==> src/rtl/i2s_clk_ctrl.sv <==
// I2S clock master and stream sequencer for the ICS-43432 mic path (sck/ws generation, startup discard, sample gating).
// Latency: rx_vld to dout_vld 1 clk; running/ws/sck registered; rx_rdy combinational.
// Backpressure: dout held until drained; rx_rdy = ~dout_vld | dout_rdy in RUN; overrun flags words lost at ws rise.
// Optional feature macro: I2S_CTRL_STARTUP_EN (adds START state discarding STARTUP_FRAMES frames).
module i2s_clk_ctrl #(
   parameter int SCK_DIV        = 16,
   parameter int BITS_PER_CH    = 32,
   parameter int STARTUP_FRAMES = 4096
) (
   input  logic        clk,
   input  logic        rst,
   input  logic        en,
   input  logic        ovr_clr,
   output logic        sck,
   output logic        ws,
   input  logic [15:0] rx_din,
   input  logic        rx_vld,
   output logic        rx_rdy,
   output logic [15:0] dout,
   output logic        dout_vld,
   input  logic        dout_rdy,
   output logic        running,
   output logic        overrun
);

   localparam int DIV_W = (SCK_DIV > 1) ? $clog2(SCK_DIV) : 1;
   localparam int BIT_W = $clog2(2 * BITS_PER_CH);

   // Elaboration-time guard on the legal parameter ranges
   if (SCK_DIV < 2 || STARTUP_FRAMES < 1) begin : g_param_chk
      $error("i2s_clk_ctrl: SCK_DIV must be >= 2 and STARTUP_FRAMES >= 1");
   end

`ifdef I2S_CTRL_STARTUP_EN
   typedef enum logic [1:0] {IDLE, START, RUN, STOP} state_t;
   localparam int FRM_W = $clog2(STARTUP_FRAMES + 1);
`else
   typedef enum logic [1:0] {IDLE, RUN, STOP} state_t;
`endif

   state_t             state, state_nxt;
   logic [DIV_W-1:0]   div_cnt;
   logic [BIT_W-1:0]   bit_cnt, bit_nxt;
   logic               div_tc, sck_fall, frame_bnd, ws_rise;
   logic               in_run, load, ovr_set, ovr_start;

   assign div_tc    = (state != IDLE) && (div_cnt == DIV_W'(SCK_DIV - 1));
   assign sck_fall  = div_tc && sck;
   assign frame_bnd = sck_fall && (bit_cnt == BIT_W'(2 * BITS_PER_CH - 1));
   assign ws_rise   = sck_fall && (bit_cnt == BIT_W'(BITS_PER_CH - 1));
   assign bit_nxt   = (bit_cnt == BIT_W'(2 * BITS_PER_CH - 1)) ? '0 : bit_cnt + 1'b1;

   // Divider, sck toggle, bit counter and ws; all frozen at zero in IDLE
   always_ff @(posedge clk or posedge rst) begin
      if (rst) begin
         div_cnt <= '0;
         bit_cnt <= '0;
         sck     <= 1'b0;
         ws      <= 1'b0;
      end else if (state == IDLE) begin
         div_cnt <= '0;
         bit_cnt <= '0;
         sck     <= 1'b0;
         ws      <= 1'b0;
      end else if (div_tc) begin
         div_cnt <= '0;
         sck     <= ~sck;
         if (sck) begin
            bit_cnt <= bit_nxt;
            ws      <= (bit_nxt >= BIT_W'(BITS_PER_CH));
         end
      end else begin
         div_cnt <= div_cnt + 1'b1;
      end
   end

`ifdef I2S_CTRL_STARTUP_EN
   logic [FRM_W-1:0] frm_cnt;
   logic             start_done;

   assign start_done = frame_bnd && (frm_cnt == FRM_W'(STARTUP_FRAMES - 1));

   // Counts completed frames while discarding the mic's start-up output
   always_ff @(posedge clk or posedge rst) begin
      if (rst)                 frm_cnt <= '0;
      else if (state != START) frm_cnt <= '0;
      else if (frame_bnd)      frm_cnt <= frm_cnt + 1'b1;
   end
`endif

   // Sequencer state register
   always_ff @(posedge clk or posedge rst) begin
      if (rst) state <= IDLE;
      else     state <= state_nxt;
   end

   // Next-state logic; a drop of en always wins over startup completion
   always_comb begin
      state_nxt = state;
      case (state)
`ifdef I2S_CTRL_STARTUP_EN
         IDLE:  if (en) state_nxt = START;
         START: begin
            if (!en)            state_nxt = STOP;
            else if (start_done) state_nxt = RUN;
         end
`else
         IDLE:  if (en) state_nxt = RUN;
`endif
         RUN:   if (!en) state_nxt = STOP;
         STOP:  if (frame_bnd) state_nxt = IDLE;
         default: state_nxt = IDLE;
      endcase
   end

   assign in_run    = (state == RUN);
   assign rx_rdy    = in_run ? (~dout_vld | dout_rdy) : 1'b1;
   assign load      = in_run && rx_vld && rx_rdy;
   assign ovr_set   = in_run && ws_rise && rx_vld && !rx_rdy;
   assign ovr_start = (state == IDLE) && (state_nxt != IDLE);

   // Registered running flag tracks the state being entered
   always_ff @(posedge clk or posedge rst) begin
      if (rst) running <= 1'b0;
      else     running <= (state_nxt == RUN);
   end

   // Output holding register; a held word drains even after leaving RUN
   always_ff @(posedge clk or posedge rst) begin
      if (rst) begin
         dout     <= '0;
         dout_vld <= 1'b0;
      end else if (load) begin
         dout     <= rx_din;
         dout_vld <= 1'b1;
      end else if (dout_vld && dout_rdy) begin
         dout_vld <= 1'b0;
      end
   end

   // Sticky overrun; a set in the same cycle as a clear takes priority
   always_ff @(posedge clk or posedge rst) begin
      if (rst)                        overrun <= 1'b0;
      else if (ovr_set)               overrun <= 1'b1;
      else if (ovr_clr || ovr_start)  overrun <= 1'b0;
   end

endmodule

==> config.mk <==
export PLATFORM = sky130hd
export DESIGN_NAME = i2s_clk_ctrl
export DESIGN_NICKNAME = d
export VERILOG_FILES = /design/src/rtl/i2s_clk_ctrl.sv
export SDC_FILE = /design/constraint.sdc
export NUM_CORES = 1
export LEC_CHECK = 0
export CORE_MARGIN = 2
export CORE_UTILIZATION = 50
export CTS_CLUSTER_DIAMETER = 100
export DETAILED_ROUTE_END_ITERATION = 8
export GPL_ROUTABILITY_DRIVEN = 0
export PLACE_DENSITY_LB_ADDON = 0.2
export SKIP_LAST_GASP = 1
export SLEW_MARGIN = 10
export SYNTH_ARGS = -nofsm -noshare
export SYNTH_HDL_FRONTEND = slang
export SYNTH_SLANG_ARGS = --single-unit
==> constraint.sdc <==
create_clock -name clk -period 3.1 [get_ports clk]
set_clock_uncertainty 0.05 [all_clocks]
set_input_delay 0.62 -clock clk [delete_from_list [all_inputs] [get_ports clk]]
set_output_delay 0.62 -clock clk [all_outputs]
set_load 0.01 [all_outputs]
==> impl_metrics.csv <==
group,metric,value,unit
global_routing,grt_overflow,0,
logic_synthesis,muxShareOfSynthArea,12.9,%
logic_synthesis,synth_edf_count,0,
logic_synthesis,async_flop_share,100,%
logic_synthesis,syn_area,1470,um2
logic_synthesis,synthAdderAreaFrac,1.70,%
pwr,leakagePower,0.000829,uW
finish,antenna-diode-count,0,
clocking,post_cts_buffers,0,
timing,hold_viol,0,
hold_path,hold_class,"reg2reg",
finish,nNetsFinal,188,
logic_synthesis,ys_seq_area_share,56.2,%
worst_setup_path,r2r_cells,4,
worst_setup_path,cp_common_cell,"clkdlybuf4s50_1",
worst_setup_path,critPathKind,"in2out",
placement,io_buffer_count,43,
clocking,cts_buffer_depth,2,
timing,maxSlewHeadroom,47.8,%
die,dieArea,3390,um2
timing,rsz0062_at_grt,"no",
timing,min_period,2.52,ns
route,wl_per_cell,14.2,um
clocking,post_cts_resized,0,
finish,mostFrequentLayoutCells,"43 x clkdlybuf4s50_1, 33 x dfrtp_1, 16 x mux2_2, 7 x a21oi_1, 6 x nand2_1",
worst_setup_path,path_cells,"clkdlybuf4s50_1, nor2b_1, nand2b_1, clkdlybuf4s50_1",
global_routing,grt_max_degree,34,
timing,setup_violations,0,
worst_setup_path,reg2reg_slack,1.41,ns
logic_synthesis,avgSynthCellArea,12.7,um2
clocking,clk_latency,0.32,ns
worst_setup_path,critPathMaxStageDelay,0.48,ns
logic_synthesis,synth_flop_cell,"dfrtp_1",
logic_synthesis,syn-num-nets,140,
global_routing,grt_pass1_vias,1037,
timing,fin_setup_tns,0,ns
logic_synthesis,syn_inst,116,
clocking,holdBufCountCts,0,
clocking,clk_pin_slew,0.09,ns
global_routing,grt_pass1_wl,4460,um
clocking,cts-root-buf,"clkbuf_4",
logic_synthesis,synth-xor-area-share,1.19,%
pwr,ir_drop,584,uV
worst_setup_path,rr_startpoint,"div_cnt[0]",
placement,dp_hpwl,2060,um
logic_synthesis,synth_cell_types,37,
finish,syn2layout_area_growth,34.0,%
route,vias_per_cell,5.57,
logic_synthesis,synth_top_family_by_area,"simple AND/OR/NAND/NOR gates",
global_routing,track_usage,17.8,%
pwr,powerDensity,745,nW/um2
timing,finalMaxSlewViolations,0,
route,post-route-drc-count,0,
worst_setup_path,start_kind,"input pin",
die,initial_core_util,52.9,%
worst_setup_path,cp.arrival,1.85,ns
die,io_pins,44,
finish,layout-drive-gt1-share,18.3,%
logic_synthesis,ys_ff_latch,33,
timing,period_share,81.3,%
logic_synthesis,ys_top_cells_by_area,"dfrtp_1 56%, mux2_2 12%, a21oi_1 2.4%",
die,die_w,58.2,um
route,routed_wl,2760,um
logic_synthesis,yosys_warnings,0,
clocking,clock_sinks,33,
outcome,status,"completed",
logic_synthesis,synth_simple_gate_area_share,15.7,%
route,vias,1086,
logic_synthesis,yosysTopAreaCell,"dfrtp_1",
clocking,cts_tree,"yes",
job,cap_violations,0,
hold_path,holdPathEnd,"dout[7]",
die,die_y,58.2,um
logic_synthesis,synth_compound_area_share,9.02,%
worst_setup_path,end_kind,"output pin",
worst_setup_path,worstPathRequired,2.43,ns
global_routing,grt_antenna_before_repair,0,
route,ant_nets,0,
die,design.core.area,2780,um2
route,drtIter0Drc,16,
worst_setup_path,reg2reg_to,"bit_cnt[5]",
logic_synthesis,yosysTopAreaCellShare,56.2,%
finish,layout_commonest_cell,"clkdlybuf4s50_1",
clocking,numCtsBuffers,5,
worst_setup_path,critPathMaxFanout,2,
pwr,p_total,1470,uW
timing,timing.fmax,0.397,GHz
worst_setup_path,critical-path-slowest-cell,"clkdlybuf4s50_1",
clocking,cts_max_level,2,
timing,worstMarginPinSlew,0.780,ns
hold_path,min_path_cells,1,
hold_path,min_from,"dout[7]",
route,dr.pass1.iters,4,
die,row_count,19,
-- cells by family (layout without fill, tap and decap cells) --
| logic type | after synthesis | count (layout) |
|---|---|---|
| buffers and inverters | 7 | 55 |
| AND/OR/NAND/NOR | 35 | 35 |
| AO/OA/AOI/OAI | 20 | 20 |
| multiplexers | 17 | 17 |
| XOR/XNOR | 2 | 2 |
| flip-flops | 33 | 33 |
| adder cells (fa/ha/maj) | 2 | 2 |
-- cell type report --
type | count | area [um2]
inverter | 4 | 15.0
sequential | 33 | 826
multi-input combinational | 76 | 597
tap | 31 | 38.8
fill | 209 | 812
clock buffer | 7 | 55.1
timing repair buffer | 44 | 438
-- synth_stat cells, types with 2 or more instances --
| library cell | n |
|---|---|
| a21oi_1 | 7 |
| dfrtp_1 | 33 |
| ha_1 | 2 |
| inv_1 | 4 |
| mux2_2 | 16 |
| nand2_1 | 6 |
| nand2b_1 | 4 |
| nand3_1 | 3 |
| nand4b_1 | 2 |
| nor2_1 | 4 |
| nor2b_1 | 4 |
| o21ai_0 | 5 |
| or3_1 | 2 |
-- report_power, final --
| part | internal, uW | switching, uW | leakage (uW) |
|---|---|---|---|
| registers | 572 | 96.0 | 0.000419 |
| logic | 358 | 210 | 0.000379 |
| clock network | 107 | 124 | 0.0000314 |
-- critical path, delay by kind of cell --
kind / cells / cell delay [ns]
buffers and inverters: 2 / 0.90
and+or+nand+nor: 2 / 0.33
-- how the worst max path moves through the flow --
stage	slack, ns	from	endpoint	depth (start not counted)
floorplan	1.47	dout_rdy	rx_rdy	2
global placement	0.60	dout_rdy	rx_rdy	4
detailed placement	0.57	dout_rdy	rx_rdy	4
CTS	0.57	dout_rdy	rx_rdy	4
global route	0.53	dout_rdy	rx_rdy	4
finish	0.58	dout_rdy	rx_rdy	4
-- per-stage QoR --
| stage | cells | setup slack [ns] | util [%] | instance area [um2] | hold slack, ns |
|---|---|---|---|---|---|
| after detailed placement | 188 | 0.570 | 68.8 | 1910 | 0.445 |
| after global placement | 188 | 0.598 | 68.8 | 1910 | 0.423 |
| after CTS | 195 | 0.566 | 70.8 | 1970 | 0.465 |
| final | 195 | 0.578 | 70.8 | 1970 | 0.461 |
| after global routing | 195 | 0.525 | 70.8 | 1970 | 0.481 |
| after floorplan | 116 | 1.47 | - | 1470 | 0.407 |
-- flip-flops by register name (all words and copies together) (netlist names) --
signal,count
dout,16
bit_cnt,6
div_cnt,4
state,2
dout_vld,1
overrun,1
running,1
sck,1
ws,1
-- per-layer routing --
layer / part of all wire, % / track usage, % / up-vias
met5: 0 / 0 / -
met4: 2.0 / 8.97 / 0
li1: - / - / 516
met2: 50 / 29.4 / 40
met3: 6.3 / 5.36 / 9
met1: 42 / 21.1 / 521
Power figures use the tool's default switching activity.
